## config.mk

```make
export PLATFORM = sky130hd
export DESIGN_NAME = fpnew_f2fcast_vec
export DESIGN_NICKNAME = d
export VERILOG_FILES = /design/src/rtl/fpnew_f2fcast_vec.sv
export SDC_FILE = /design/constraint.sdc
export NUM_CORES = 1
export LEC_CHECK = 0
export ABC_AREA = 1
export CORE_UTILIZATION = 50
export CTS_CLUSTER_DIAMETER = 150
export DETAILED_ROUTE_END_ITERATION = 6
export GPL_ROUTABILITY_DRIVEN = 1
export PLACE_DENSITY = 0.8
export SLEW_MARGIN = 5
export SYNTH_ARGS = -nofsm -noshare
export SYNTH_HDL_FRONTEND = slang
export SYNTH_SLANG_ARGS = --single-unit
```

## constraint.sdc

```tcl
create_clock -name clk_i -period 33.8 [get_ports clk_i]
set_input_delay 6.76 -clock clk_i [delete_from_list [all_inputs] [get_ports clk_i]]
set_output_delay 6.76 -clock clk_i [all_outputs]
set_load 0.02 [all_outputs]
```

## src/rtl/fpnew_f2fcast_vec.sv

```systemverilog
// fpnew_f2fcast_vec -- multi-cycle packed float-to-float cast, one lane per cycle on a shared datapath.
// Revision 1.0
`timescale 1ns/1ps
`default_nettype none

package fpnew_pkg;
   typedef enum logic [2:0] {FP32 = 3'd0, FP64 = 3'd1, FP16 = 3'd2, FP8 = 3'd3, FP16ALT = 3'd4} fp_format_e;
   typedef enum logic [2:0] {RNE = 3'b000, RTZ = 3'b001, RDN = 3'b010, RUP = 3'b011,
                             RMM = 3'b100, ROD = 3'b101, DYN = 3'b111} roundmode_e;
   typedef struct packed {
      logic NV;
      logic DZ;
      logic OF;
      logic UF;
      logic NX;
   } status_t;

   function automatic int unsigned exp_bits(fp_format_e f);
      case (f)
         FP64:    return 11;
         FP16:    return 5;
         FP8:     return 5;
         default: return 8;
      endcase
   endfunction

   function automatic int unsigned man_bits(fp_format_e f);
      case (f)
         FP64:    return 52;
         FP16:    return 10;
         FP8:     return 2;
         FP16ALT: return 7;
         default: return 23;
      endcase
   endfunction

   function automatic int unsigned fp_width(fp_format_e f);
      return 1 + exp_bits(f) + man_bits(f);
   endfunction
endpackage

module fpnew_f2fcast_vec #(
   parameter fpnew_pkg::fp_format_e SrcFpFormat = fpnew_pkg::FP32,
   parameter fpnew_pkg::fp_format_e DstFpFormat = fpnew_pkg::FP16,
   parameter int unsigned           NumLanes    = 4,
   parameter type                   TagType     = logic,
   localparam int unsigned SRC_WIDTH = fpnew_pkg::fp_width(SrcFpFormat),
   localparam int unsigned DST_WIDTH = fpnew_pkg::fp_width(DstFpFormat)
) (
   input  logic                          clk_i,
   input  logic                          rst_i,
   input  logic [NumLanes*SRC_WIDTH-1:0] operands_i,
   input  logic [NumLanes-1:0]           lane_mask_i,
   input  fpnew_pkg::roundmode_e         rnd_mode_i,
   input  TagType                        tag_i,
   input  logic                          in_valid_i,
   output logic                          in_ready_o,
   input  logic                          flush_i,
   output logic [NumLanes*DST_WIDTH-1:0] result_o,
   output fpnew_pkg::status_t            status_o,
   output TagType                        tag_o,
   output logic                          out_valid_o,
   input  logic                          out_ready_i,
   output logic                          busy_o
);
   localparam int SE       = int'(fpnew_pkg::exp_bits(SrcFpFormat));
   localparam int SM       = int'(fpnew_pkg::man_bits(SrcFpFormat));
   localparam int DE       = int'(fpnew_pkg::exp_bits(DstFpFormat));
   localparam int DM       = int'(fpnew_pkg::man_bits(DstFpFormat));
   localparam int DW       = DE + DM;
   localparam int SRC_BIAS = 2 ** (SE - 1) - 1;
   localparam int DST_BIAS = 2 ** (DE - 1) - 1;
   localparam int DST_EMAX = 2 ** DE - 1;
   localparam int P        = SM + 1;
   localparam int W        = P + DM + 2;
   localparam int CW       = (NumLanes > 1) ? $clog2(NumLanes) : 1;

   typedef enum logic [1:0] {IDLE = 2'd0, CONVERT = 2'd1, DONE = 2'd2} state_e;

   state_e                        state_q, state_d;
   logic [CW-1:0]                 cnt_q, cnt_d;
   logic [NumLanes*SRC_WIDTH-1:0] ops_q, ops_d;
   logic [NumLanes-1:0]           mask_q, mask_d;
   fpnew_pkg::roundmode_e         rnd_q, rnd_d;
   TagType                        tag_q, tag_d;
   logic [NumLanes*DST_WIDTH-1:0] result_q, result_d;
   fpnew_pkg::status_t            status_q, status_d;
   logic                          out_valid_q, out_valid_d;

   // Scalar datapath signals
   logic [SRC_WIDTH-1:0] lane_op;
   logic                 lane_en, s_sign, found;
   logic [SE-1:0]        s_exp;
   logic [SM-1:0]        s_man;
   logic                 is_zero, is_inf, is_nan, is_snan;
   logic [P-1:0]         sig, sig_norm;
   int                   lz, dexp, shamt;
   logic [W-1:0]         ext, lost_mask;
   logic [W-2:0]         shifted;
   logic [DM-1:0]        keep_man;
   logic                 lsb, rnd_bit, sticky, inexact, round_up, rne_up;
   logic                 of_pre, ovf, inf_out;
   logic [DE-1:0]        re;
   logic [DW-1:0]        sum, sum_rne;
   logic [DST_WIDTH-1:0] conv_res;
   fpnew_pkg::status_t   conv_flags;

   always_comb begin
      lane_op = ops_q[cnt_q*SRC_WIDTH +: SRC_WIDTH];
      lane_en = mask_q[cnt_q];
      {s_sign, s_exp, s_man} = lane_op;
      is_zero = (s_exp == '0) && (s_man == '0);
      is_inf  = (&s_exp) && (s_man == '0);
      is_nan  = (&s_exp) && (s_man != '0);
      is_snan = is_nan && !s_man[SM-1];
      sig     = {s_exp != '0, s_man};

      // Leading-zero count renormalizes source subnormals
      lz    = 0;
      found = 1'b0;
      for (int i = P - 1; i >= 0; i--) begin
         if (!found) begin
            if (sig[i]) found = 1'b1;
            else        lz = lz + 1;
         end
      end
      sig_norm = sig << lz;
      dexp = ((s_exp == '0) ? 1 : int'(s_exp)) - SRC_BIAS + DST_BIAS - lz;

      // Tiny results are shifted right into the subnormal range before rounding
      shamt = (dexp < 1) ? (1 - dexp) : 0;
      if (shamt > W) shamt = W;
      ext       = {sig_norm, {(DM + 2){1'b0}}};
      shifted   = (W - 1)'(ext >> shamt);
      lost_mask = ~({W{1'b1}} << shamt);
      keep_man  = shifted[W-2 -: DM];
      lsb       = shifted[W-1-DM];
      rnd_bit   = shifted[W-2-DM];
      sticky    = (|shifted[W-3-DM:0]) | (|(ext & lost_mask));
      inexact   = rnd_bit | sticky;
      rne_up    = rnd_bit & (sticky | lsb);

      case (rnd_q)
         fpnew_pkg::RNE: round_up = rne_up;
         fpnew_pkg::RDN: round_up = inexact & s_sign;
         fpnew_pkg::RUP: round_up = inexact & ~s_sign;
         fpnew_pkg::RMM: round_up = rnd_bit;
         default:        round_up = 1'b0;
      endcase

      // Overflow is judged on the nearest-rounded magnitude as well as the directed one
      of_pre  = dexp >= DST_EMAX;
      re      = ((dexp < 1) || of_pre) ? '0 : dexp[DE-1:0];
      sum     = {re, keep_man} + DW'(round_up);
      sum_rne = {re, keep_man} + DW'(rne_up);
      ovf     = of_pre | (&sum[DW-1:DM]) | (&sum_rne[DW-1:DM]);
      inf_out = (rnd_q == fpnew_pkg::RNE) || (rnd_q == fpnew_pkg::RMM) ||
                ((rnd_q == fpnew_pkg::RUP) && !s_sign) || ((rnd_q == fpnew_pkg::RDN) && s_sign);

      conv_res   = '0;
      conv_flags = '0;
      if (!lane_en) begin
         conv_res = '0;
      end else if (is_nan) begin
         conv_res      = {1'b0, {DE{1'b1}}, 1'b1, {(DM - 1){1'b0}}};
         conv_flags.NV = is_snan;
      end else if (is_inf) begin
         conv_res = {s_sign, {DE{1'b1}}, {DM{1'b0}}};
      end else if (is_zero) begin
         conv_res = {s_sign, {DW{1'b0}}};
      end else if (ovf) begin
         conv_res      = inf_out ? {s_sign, {DE{1'b1}}, {DM{1'b0}}}
                                 : {s_sign, {(DE - 1){1'b1}}, 1'b0, {DM{1'b1}}};
         conv_flags.OF = 1'b1;
         conv_flags.NX = 1'b1;
      end else begin
         conv_res      = {s_sign, sum};
         conv_flags.NX = inexact;
         conv_flags.UF = inexact && (sum[DW-1:DM] == '0);
      end
   end

   always_comb begin
      state_d     = state_q;
      cnt_d       = cnt_q;
      ops_d       = ops_q;
      mask_d      = mask_q;
      rnd_d       = rnd_q;
      tag_d       = tag_q;
      result_d    = result_q;
      status_d    = status_q;
      out_valid_d = out_valid_q;
      if (flush_i) begin
         state_d     = IDLE;
         out_valid_d = 1'b0;
         status_d    = '0;
      end else begin
         case (state_q)
            IDLE: begin
               if (in_valid_i) begin
                  ops_d    = operands_i;
                  mask_d   = lane_mask_i;
                  rnd_d    = rnd_mode_i;
                  tag_d    = tag_i;
                  cnt_d    = '0;
                  status_d = '0;
                  state_d  = CONVERT;
               end
            end
            CONVERT: begin
               result_d[cnt_q*DST_WIDTH +: DST_WIDTH] = conv_res;
               status_d = status_q | conv_flags;
               if (cnt_q == CW'(NumLanes - 1)) begin
                  state_d     = DONE;
                  out_valid_d = 1'b1;
               end else begin
                  cnt_d = cnt_q + 1'b1;
               end
            end
            DONE: begin
               if (out_ready_i) begin
                  state_d     = IDLE;
                  out_valid_d = 1'b0;
               end
            end
            default: state_d = IDLE;
         endcase
      end
   end

   always_ff @(posedge clk_i or posedge rst_i) begin
      if (rst_i) begin
         state_q     <= IDLE;
         cnt_q       <= '0;
         ops_q       <= '0;
         mask_q      <= '0;
         rnd_q       <= fpnew_pkg::RNE;
         tag_q       <= '0;
         result_q    <= '0;
         status_q    <= '0;
         out_valid_q <= 1'b0;
      end else begin
         state_q     <= state_d;
         cnt_q       <= cnt_d;
         ops_q       <= ops_d;
         mask_q      <= mask_d;
         rnd_q       <= rnd_d;
         tag_q       <= tag_d;
         result_q    <= result_d;
         status_q    <= status_d;
         out_valid_q <= out_valid_d;
      end
   end

   assign in_ready_o  = (state_q == IDLE);
   assign busy_o      = (state_q != IDLE);
   assign out_valid_o = out_valid_q;
   assign result_o    = result_q;
   assign status_o    = status_q;
   assign tag_o       = tag_q;
endmodule

`default_nettype wire

```

==> results.txt <==
Unrepaired setup endpoints after global routing: false
Mapped Area: 20,500 um2
DP HPWL: 46.4 mm
Die Height: 204 um
Post-Route WL: 61.1 mm
GR Util All Layers: 29.0%
Average wire per standard cell: 15.1 um
Global route overflow: 0
First-pass GRT wire length: 100 mm
Primary FF master, synth: dfrtp_1
I/O Pins: 214
Crit end category: flip-flop
Total number of vias: 22,100
Largest fanout on the critical path: 51
Sequential-to-total area share from yosys stat: 25.6%
Placer Congestion: 0.996
Clock Latency Late Sink: 0.50 ns
Share of post-route cells with drive strength above 1: 7.41%
Vias/cell: 5.49
# DRC: 0
Hold slack: 0.476 ns
Setup tns final: 0 ns
Crit Path Class: flip-flop to flip-flop
Yosys reg bits: 209
Placed cells: 3,996
Worst EP arrival: 26.48 ns
Hold Path Class: flip-flop to flip-flop
Setup violators final: 0
EDFF count, synth: 0
CTS HTree Levels: 1
Largest net degree at the start of global routing: 97
Slew Limit Fails: 0
Gate count of the mapped netlist: 3,325
Commonest cells post-synth: nand2_1, nand3_1, inv_1
CTS resizes: 0
Worst-case clock buffer depth: 3
Clock Skews: 0.0130 ns
Vias in the first global route: 20,300
Top cell by count, worst path: nand2_1
Synth top area share: 25.6%
Critical Path Source Type: flip-flop
Status: finished, final reports clean
Initial DRC count: 2,165
CP peak stage delay: 0.78 ns
Layout net count: 3,715
Area Growth Syn to Fin: 15.3%
Req. time, crit path: 34.23 ns
Clk slew on worst S/H paths: 0.07 ns
Ys async rst share: 100%
Placeable Area: 40,000 um2
Warnings, synthesis: 0
Core Rows: 73
Synth area leaders: dfrtp_1, nand2_1, nand3_1
Cts bufs inserted: 20
Antenna diodes: 0
Hold_buf cts: 0
TritonCTS clock tree: done
Final worst-path setup slack: 7.76 ns
Max-cap violation count: 0
Final Non-Filler Cells: 4,032
Hold Fails Final Rpt: 0
Final Cycle Share: 77.1%
Initial antenna violation count: 0
Post-CTS Setup Bufs: 0
Setup slack at placement: 8.18 ns
Routed Antenna Nets: 0
Drt pass-1 iters: 6
Number of clock sinks: 209
Initial Util: 51.1%
Port-buffer cells: 212
DIE AREA: 41,700 um2
Top achievable clock speed: 0.0384 GHz
Cell taking the most area after synthesis: dfrtp_1
Final min period: 26.04 ns
Die extent in x: 204 um
Slew margin rel.: 19.4%
Syn Area/Cell: 6.15 um2
Count of different cell masters after synthesis: 71
CTS root buf: clkbuf_16
Most common cell in the netlist: nand2_1
Slowest cell on the critical path: nor2_1
Slew @ Worst Pin: 1.20 ns
through the flow:
| stage | area [um2] | utilization, % |
|---|---|---|
| 3_3_place_gp | 22900 | 57.2 |
| 2_1_floorplan | 20500 | - |
| 4_1_cts | 23600 | 58.9 |
| 3_5_place_dp | 22900 | 57.2 |
| 5_1_grt | 23600 | 58.9 |
| 6_report | 23600 | 58.9 |
cell type report:
class | instances | area, um2
repair buffers | 237 | 2310
multi-input cells | 2681 | 13300
fillers | 3830 | 16400
inverters | 344 | 1330
well taps | 525 | 657
clock inverters | 12 | 144
flip-flops and latches | 209 | 5230
clock buffers | 24 | 567
cell usage in the layout (no fill, tap or decap), types with 13 or more instances in the layout:
cell             synthesis  final
ha_1                    80     80
nand3_2                 29     29
nor2_4                  15     15
o21ai_0                103    103
nand3b_1                14     14
nor3_1                  39     39
nand2_2                 52     52
a21oi_1                 86     86
conb_1                   2     17
nand4_1                 91     91
nand3_1                334    333
or2_2                   15     15
clkbuf_16                0     21
xor2_1                  52     52
dfrtp_1                209    208
nor2_1                 243    243
inv_2                   24     24
clkdlybuf4s50_1          0    212
nor2_2                  21     21
inv_1                  300    299
a32oi_1                 16     16
buf_4                   14     25
o21ai_1                 13     13
nand2_1               1321   1321
worst max-delay path, delay by kind of cell (launching register included):
kind,cells,cell delay [ns]
multiplexers,1,0.13
flip-flops,1,0.69
XOR/XNOR,1,0.21
buffers and inverters,23,2.38
AO/OA/AOI/OAI,25,4.63
adder cells (fa/ha/maj),26,7.43
AND/OR/NAND/NOR,71,10.44
kinds of logic after synthesis:
group           share of synthesized area, %
compound gates                          8.53
xor+xnor                                2.82
fa+ha+maj                               4.99
buf+inv                                 9.56
flops                                   25.6
mux                                   0.0979
other cells                           0.0367
simple gates                            48.4
state kept, by name, summed over array words and instances (netlist names):
name and flops:
ops_q 128, result_o 64, mask_q 4, status_o 4
rnd_q 3, cnt_q 2, state_q 2, out_valid_o 1
tag_o 1
per-layer routing:
metal / wire [um] / track usage (%) / vias to the layer above / part of all wire [%]
li1: - / - / 11100 / -
met1: 27400 / 40.6 / 10000 / 45
met2: 27200 / 46.7 / 928 / 45
met3: 4640 / 3.14 / 125 / 7.6
met4: 1770 / 8.85 / 0 / 2.9
met5: 0 / 0 / - / 0
path summary, 6_finish.rpt:
path	from	slack (ns)	cells after the start	endpoint
max in group asynchronous	rst_i	25.11	4	ops_q[54]
min in group asynchronous	rst_i	6.77	2	result_o[26]
min	ops_q[33]	0.48	2	ops_q[33]
max reg2reg	cnt_q[1]	7.76	147	result_o[22]
max	cnt_q[1]	7.76	147	result_o[22]
min reg2reg	ops_q[33]	0.48	2	ops_q[33]
Power is not shown: default switching activity piles up to over one toggle a cycle in this logic, so the estimate is an artifact.
